[config.mk]
export PLATFORM = sky130hd
export DESIGN_NAME = ls193_pulse_sequencer_flat
export DESIGN_NICKNAME = d
export VERILOG_FILES = /design/src/rtl/ls193_pulse_sequencer_if.sv /design/src/rtl/ls193_pulse_sequencer.sv /design/src/flat_wrapper.sv
export SDC_FILE = /design/constraint.sdc
export NUM_CORES = 1
export LEC_CHECK = 0
export CORE_MARGIN = 2
export CORE_UTILIZATION = 45
export CTS_BUF_LIST = sky130_fd_sc_hd__clkbuf_8
export DETAILED_ROUTE_END_ITERATION = 10
export HOLD_SLACK_MARGIN = 0.15
export PLACE_DENSITY = 0.73
export SLEW_MARGIN = 25
export SYNTH_ARGS = -nofsm -noshare
export SYNTH_HDL_FRONTEND = slang
export SYNTH_SLANG_ARGS = --single-unit
export TNS_END_PERCENT = 10
[constraint.sdc]
create_clock -name clk -period 3.1 [get_ports clk]
set_input_delay 0.775 -clock clk [delete_from_list [all_inputs] [get_ports clk]]
set_output_delay 0.775 -clock clk [all_outputs]
set_load 0.02 [all_outputs]
[src/rtl/ls193_pulse_sequencer_if.sv]
// Purpose: command and pin bundle between the pulse sequencer and its neighbours.
// Ports: cmd_* handshake from the CPU-side driver, up/down/load_n/clr/ld_data pins
//        to a 193-type counter, co_n/bo_n back from it, done/wrapped status.
interface ls193_pulse_sequencer_if #(
  parameter int NW = 8
);
  logic          cmd_valid;
  logic          cmd_ready;
  logic [1:0]    cmd_op;
  logic [3:0]    cmd_data;
  logic [NW-1:0] cmd_n;
  logic          up;
  logic          down;
  logic          load_n;
  logic          clr;
  logic [3:0]    ld_data;
  logic          co_n;
  logic          bo_n;
  logic          done;
  logic          wrapped;

  // Command driver and counter model side.
  modport master (
    output cmd_valid, cmd_op, cmd_data, cmd_n, co_n, bo_n,
    input  cmd_ready, up, down, load_n, clr, ld_data, done, wrapped
  );

  // Sequencer side.
  modport slave (
    input  cmd_valid, cmd_op, cmd_data, cmd_n, co_n, bo_n,
    output cmd_ready, up, down, load_n, clr, ld_data, done, wrapped
  );
endinterface

[src/rtl/ls193_pulse_sequencer.sv]
// Purpose: turns CLEAR/LOAD/UP N/DOWN N commands into timed pin waveforms for a
//          4-bit 193-type up/down counter and flags carry/borrow seen while counting.
// Ports: clk, rst (async, active high); bus = slave side of ls193_pulse_sequencer_if.
module ls193_pulse_sequencer #(
  parameter int PW = 2,
  parameter int NW = 8
) (
  input  logic clk,
  input  logic rst,
  ls193_pulse_sequencer_if.slave bus
);

  localparam int PWW = (PW > 1) ? $clog2(PW) : 1;
  localparam logic [PWW-1:0] PH_LAST = PWW'(PW - 1);

  localparam logic [1:0] OP_CLEAR = 2'd0;
  localparam logic [1:0] OP_LOAD  = 2'd1;

  typedef enum logic [2:0] {
    IDLE,
    CLR_HI,
    LD_LO,
    CNT_LO,
    CNT_HI,
    FINISH
  } state_t;

  state_t        state_q, state_d;
  logic [PWW-1:0] ph_q, ph_d;
  logic [NW-1:0] n_q, n_d;
  logic          dir_down_q, dir_down_d;
  logic          cmd_ready_q, cmd_ready_d;
  logic          up_q, up_d;
  logic          down_q, down_d;
  logic          load_n_q, load_n_d;
  logic          clr_q, clr_d;
  logic [3:0]    ld_data_q, ld_data_d;
  logic          done_q, done_d;
  logic          wrapped_q, wrapped_d;
  logic          accept;

  assign accept = bus.cmd_valid && cmd_ready_q;

  always_comb begin
    state_d    = state_q;
    ph_d       = ph_q;
    n_d        = n_q;
    dir_down_d = dir_down_q;
    ld_data_d  = ld_data_q;
    wrapped_d  = wrapped_q;

    // Carry/borrow are only meaningful while our own pin is held low, so
    // sample them against the registered pin rather than the state.
    if ((!up_q && !bus.co_n) || (!down_q && !bus.bo_n)) begin
      wrapped_d = 1'b1;
    end

    case (state_q)
      IDLE: begin
        if (accept) begin
          ph_d = '0;
          if (bus.cmd_op == OP_CLEAR) begin
            state_d = CLR_HI;
          end else if (bus.cmd_op == OP_LOAD) begin
            state_d   = LD_LO;
            ld_data_d = bus.cmd_data;
          end else begin
            dir_down_d = bus.cmd_op[0];
            wrapped_d  = 1'b0;
            n_d        = bus.cmd_n;
            state_d    = (bus.cmd_n == '0) ? FINISH : CNT_LO;
          end
        end
      end
      CLR_HI, LD_LO: begin
        if (ph_q == PH_LAST) begin
          ph_d    = '0;
          state_d = FINISH;
        end else begin
          ph_d = ph_q + 1'b1;
        end
      end
      CNT_LO: begin
        if (ph_q == PH_LAST) begin
          ph_d    = '0;
          n_d     = n_q - 1'b1;
          state_d = CNT_HI;
        end else begin
          ph_d = ph_q + 1'b1;
        end
      end
      CNT_HI: begin
        if (ph_q == PH_LAST) begin
          ph_d    = '0;
          state_d = (n_q == '0) ? FINISH : CNT_LO;
        end else begin
          ph_d = ph_q + 1'b1;
        end
      end
      FINISH: begin
        state_d = IDLE;
      end
      default: begin
        state_d = IDLE;
      end
    endcase

    // Pins follow the state one cycle later, so every output comes straight
    // from a flop; this gives the extra setup cycle before the first pin edge.
    up_d        = !(state_q == CNT_LO && !dir_down_q);
    down_d      = !(state_q == CNT_LO && dir_down_q);
    load_n_d    = (state_q != LD_LO);
    clr_d       = (state_q == CLR_HI);
    done_d      = (state_q == FINISH);
    cmd_ready_d = (state_q == FINISH) || (state_q == IDLE && !accept);
  end

  always_ff @(posedge clk or posedge rst) begin
    if (rst) begin
      state_q     <= IDLE;
      ph_q        <= '0;
      n_q         <= '0;
      dir_down_q  <= 1'b0;
      cmd_ready_q <= 1'b1;
      up_q        <= 1'b1;
      down_q      <= 1'b1;
      load_n_q    <= 1'b1;
      clr_q       <= 1'b0;
      ld_data_q   <= 4'h0;
      done_q      <= 1'b0;
      wrapped_q   <= 1'b0;
    end else begin
      state_q     <= state_d;
      ph_q        <= ph_d;
      n_q         <= n_d;
      dir_down_q  <= dir_down_d;
      cmd_ready_q <= cmd_ready_d;
      up_q        <= up_d;
      down_q      <= down_d;
      load_n_q    <= load_n_d;
      clr_q       <= clr_d;
      ld_data_q   <= ld_data_d;
      done_q      <= done_d;
      wrapped_q   <= wrapped_d;
    end
  end

  assign bus.cmd_ready = cmd_ready_q;
  assign bus.up        = up_q;
  assign bus.down      = down_q;
  assign bus.load_n    = load_n_q;
  assign bus.clr       = clr_q;
  assign bus.ld_data   = ld_data_q;
  assign bus.done      = done_q;
  assign bus.wrapped   = wrapped_q;

endmodule

[src/flat_wrapper.sv]
// flat-port wrapper written by rule: the top's interface ports become plain ports
module ls193_pulse_sequencer_flat 
#(
  parameter int PW = 2,
  parameter int NW = 8
)
  (clk, rst, bus_cmd_valid, bus_cmd_op, bus_cmd_data, bus_cmd_n, bus_co_n, bus_bo_n, bus_cmd_ready, bus_up, bus_down, bus_load_n, bus_clr, bus_ld_data, bus_done, bus_wrapped);
  ls193_pulse_sequencer_if #(.NW(NW)) bus_i ();
  input  logic clk;
  input  logic rst;
  input wire logic [$bits(bus_i.cmd_valid)-1:0] bus_cmd_valid;
  input wire logic [$bits(bus_i.cmd_op)-1:0] bus_cmd_op;
  input wire logic [$bits(bus_i.cmd_data)-1:0] bus_cmd_data;
  input wire logic [$bits(bus_i.cmd_n)-1:0] bus_cmd_n;
  input wire logic [$bits(bus_i.co_n)-1:0] bus_co_n;
  input wire logic [$bits(bus_i.bo_n)-1:0] bus_bo_n;
  output wire logic [$bits(bus_i.cmd_ready)-1:0] bus_cmd_ready;
  output wire logic [$bits(bus_i.up)-1:0] bus_up;
  output wire logic [$bits(bus_i.down)-1:0] bus_down;
  output wire logic [$bits(bus_i.load_n)-1:0] bus_load_n;
  output wire logic [$bits(bus_i.clr)-1:0] bus_clr;
  output wire logic [$bits(bus_i.ld_data)-1:0] bus_ld_data;
  output wire logic [$bits(bus_i.done)-1:0] bus_done;
  output wire logic [$bits(bus_i.wrapped)-1:0] bus_wrapped;
  assign bus_i.cmd_valid = bus_cmd_valid;
  assign bus_i.cmd_op = bus_cmd_op;
  assign bus_i.cmd_data = bus_cmd_data;
  assign bus_i.cmd_n = bus_cmd_n;
  assign bus_i.co_n = bus_co_n;
  assign bus_i.bo_n = bus_bo_n;
  assign bus_cmd_ready = bus_i.cmd_ready;
  assign bus_up = bus_i.up;
  assign bus_down = bus_i.down;
  assign bus_load_n = bus_i.load_n;
  assign bus_clr = bus_i.clr;
  assign bus_ld_data = bus_i.ld_data;
  assign bus_done = bus_i.done;
  assign bus_wrapped = bus_i.wrapped;
  ls193_pulse_sequencer #(.PW(PW), .NW(NW)) u_core (.clk(clk), .rst(rst), .bus(bus_i));
endmodule
==> flow_metrics.tcl <==
set metrics [dict create \
    post_cts_resized 0 \
    path_delay_family "buffers and inverters" \
    powerDensity_nw_per_um2 326 \
    peakVddDrop_uv 280 \
    max-slew-margin-rel_pct 40.3 \
    crit_required_ps 2320 \
    worstHoldPathType "reg2reg" \
    io_pins 30 \
    crit_path_max_fanout 3 \
    p_leak_nw 0.707 \
    avgSynthCellArea_um2 9.90 \
    synth_top_area_share_pct 38.0 \
    htreeDepth 1 \
    placementRows 19 \
    grt_setup_unrepaired "no" \
    ys_types 43 \
    design_area_um2 1650 \
    fin_nets 180 \
    cts_setup_buffers 0 \
    path_clk_slew_ps 90 \
    dpl-instance-area_um2 1600 \
    p_int_mw 0.425 \
    viasPerCell 5.60 \
    antenna_cells 0 \
    worst-setup-path-type "reg2out" \
    dp_cells 186 \
    slew_violations 0 \
    yosysTopAreaCell "dfrtp_1" \
    ys_seq_area_share_pct 46.0 \
    wl_met2_mm 1.22 \
    hold_start "u_core.dir_down_q" \
    ys_warn_count 0 \
    clock_path_buffers 2 \
    finalCritPeriodShare_pct 70.4 \
    finalSetupViolCount 0 \
    crit_end "bus_cmd_ready" \
    fin_worst_skew_ps 7.16 \
    die_area_um2 3370 \
    fin_hold_ws_ps 414 \
    final_antenna_net_count 0 \
    core_area_um2 2760 \
    die_width_um 58.1 \
    p_sw_share_pct 20.8 \
    avgRoutedWirePerCell_um 14.1 \
    clkLatencyLatePin_ps 260 \
    worst_pin_slew_ps 894 \
    grt_pass1_vias 994 \
    fillers 249 \
    grt_max_degree 25 \
    cp_num_cells 1 \
    syn-cell-area_um2 1320 \
    clock-sinks 24 \
    synthTopCellsByArea "dfrtp_1 38%, dfstp_2 8.0%, o21ai_0 5.3%" \
    met3_wirelength_um 133 \
    power.switching_mw 0.112 \
    r2r_setup_slack_ps 1220 \
    clock_power_share_pct 34.6 \
    dp_hpwl_mm 2.01 \
    crit_chain "clkdlybuf4s50_1" \
    power_frac_seq_pct 58.3 \
    drt_iter0_markers 41 \
    hold_viol 0 \
    slowest_stage "clkdlybuf4s50_1" \
    layout-drive-gt1-share_pct 10.7 \
    gp_congestion 0.829 \
    grt_remaining_overflow 0 \
    io_buffers 29 \
    syn_nets 153 \
    synthCells 133 \
    drtPass1Iterations 4 \
    drv_cap 0 \
    routed_wl_mm 2.68 \
    cts_tree "yes" \
    cp-end-kind "primary output" \
    start_util_pct 47.7 \
    setup.worst_path.start "u_core.bus.cmd_ready" \
    rr_endpoint "u_core.n_q[0]" \
    setup_tns_ps 0 \
    r2r-start "u_core.state_q[1]" \
    postCtsHoldBufs 0 \
    path_buf_inv 1 \
    crit_arrival_ps 1410 \
    grt_antenna_before_repair 0 \
    pwr-share-comb_pct 7.0 \
    start_kind "flip-flop" \
    dieHeight_um 58.1 \
    grtUsageTotal_pct 17.0 \
    met1_length_mm 1.31 \
    top_layer "met4" \
    drc 0 \
    min_period_ps 2180 \
    fmax_mhz 458 \
    status "complete, no violations" \
    r2r_cells 4 \
    grt_pass1_wl_mm 4.44 \
    crit_path_max_incr_delay_ps 600 \
    dr_total_vias 1064 \
    numCtsBuffers 3 \
    fin_cells 190 \
    yosys_register_bits 24 \
    layout-area-overhead-vs-synth_pct 25.0 \
    clock-root-buffer "clkbuf_8" \
]
-- logic make-up after synthesis --
family          count (synthesis)  synth area share (%)
buf+inv                        13                  5.13
fa+ha+maj                       1                 0.950
xor+xnor                        1                 0.666
flops                          24                  46.0
simple gates                   45                  20.2
compound gates                 42                  21.3
mux                             7                  5.80
-- metal layers --
layer,GRT usage [%],up-vias
met1,23.6,496
met2,27.3,28
li1,-,538
met4,4.98,0
met3,2.90,2
met5,0,-
-- per-stage QoR --
stage	worst slack, ps	util, %	power, mW
2_1_floorplan	1420	-	0.330
5_1_grt	879	59.7	0.559
3_5_place_dp	703	58.0	0.358
3_3_place_gp	756	58.0	0.357
6_report	917	59.7	0.537
4_1_cts	915	59.7	0.540
-- synth_stat cells --
library cell  count
nor3b_1           2
nand3b_1          2
or3_4             1
xor2_1            1
nor4b_2           1
a32o_1            1
clkbuf_1          1
ha_1              1
o21ai_1           2
o21bai_1          1
dfstp_2           4
nand2b_1          2
o21ai_0          14
o22ai_1           3
nor3_4            1
buf_2             3
a31oi_1           2
a211oi_1          2
buf_6             1
o22a_1            1
a32oi_4           1
and2_1            1
mux2i_1           2
nor4_1            3
inv_1             6
buf_4             2
a2bb2oi_2         1
a21o_1            2
nand3_1           1
mux2_2            5
o21a_1            1
and4b_1           2
nor2_1           12
dfrtp_1          20
and3_1            1
and3b_1           1
nor2b_1           1
a22oi_1           1
nand2_1           6
a21oi_1           9
nor3_1            7
o311a_1           1
or3_1             1
-- worst min path at each step --
stage,endpoint,depth (start not counted)
after floorplan,u_core.bus.down,1
after global placement,u_core.bus.down,1
after detailed placement,u_core.bus.down,1
after CTS,u_core.bus.down,1
after global routing,u_core.bus.down,1
final,u_core.bus.down,1
-- layout make-up --
| class | instances | area, um^2 | share of cell area [%] |
|---|---|---|---|
| clock inverters | 1 | 3.75 | 0.228 |
| inverters | 6 | 22.5 | 1.37 |
| multi-input cells | 96 | 643 | 39.1 |
| clock buffers | 3 | 41.3 | 2.51 |
| repair buffers | 29 | 290 | 17.6 |
| flip-flops and latches | 24 | 606 | 36.8 |
| well taps | 31 | 38.8 | 2.36 |
-- worst register-to-register path, stage by stage (launching register included) --
cell and delay (ps):
dfrtp_1 570, and3b_1 400, a32oi_4 450, mux2i_1 220, o21ai_0 100
-- cell usage in the layout (no fill, tap or decap), types with 2 or more instances in the layout --
cell	n
a211oi_1	2
a21o_1	2
a21oi_1	9
a31oi_1	2
and4b_1	2
clkbuf_8	3
clkdlybuf4s50_1	29
dfrtp_1	20
dfstp_2	4
inv_1	7
mux2_2	5
mux2i_1	2
nand2_1	6
nand2b_1	2
nand3b_1	2
nor2_1	12
nor3_1	7
nor3b_1	2
nor4_1	3
o21ai_0	14
o21ai_1	2
o22ai_1	3
-- flip-flops by register name, indices dropped and copies added (netlist names) --
name                  count
u_core.bus.clr            1
u_core.bus.cmd_ready      1
u_core.bus.done           1
u_core.bus.down           1
u_core.bus.ld_data        4
u_core.bus.load_n         1
u_core.bus.up             1
u_core.bus.wrapped        1
u_core.dir_down_q         1
u_core.n_q                8
u_core.ph_q               1
u_core.state_q            3
-- power by group through the flow --
stage          clock network (mW)  registers, mW  logic [mW]
4_1_cts                     0.188          0.313      0.0386
5_1_grt                     0.204          0.313      0.0412
3_5_place_dp                    0          0.319      0.0385
3_3_place_gp                    0          0.319      0.0380
2_1_floorplan                   0          0.319      0.0107
6_report                    0.186          0.313      0.0378
Note: power is estimated with default switching activity, not from simulation.
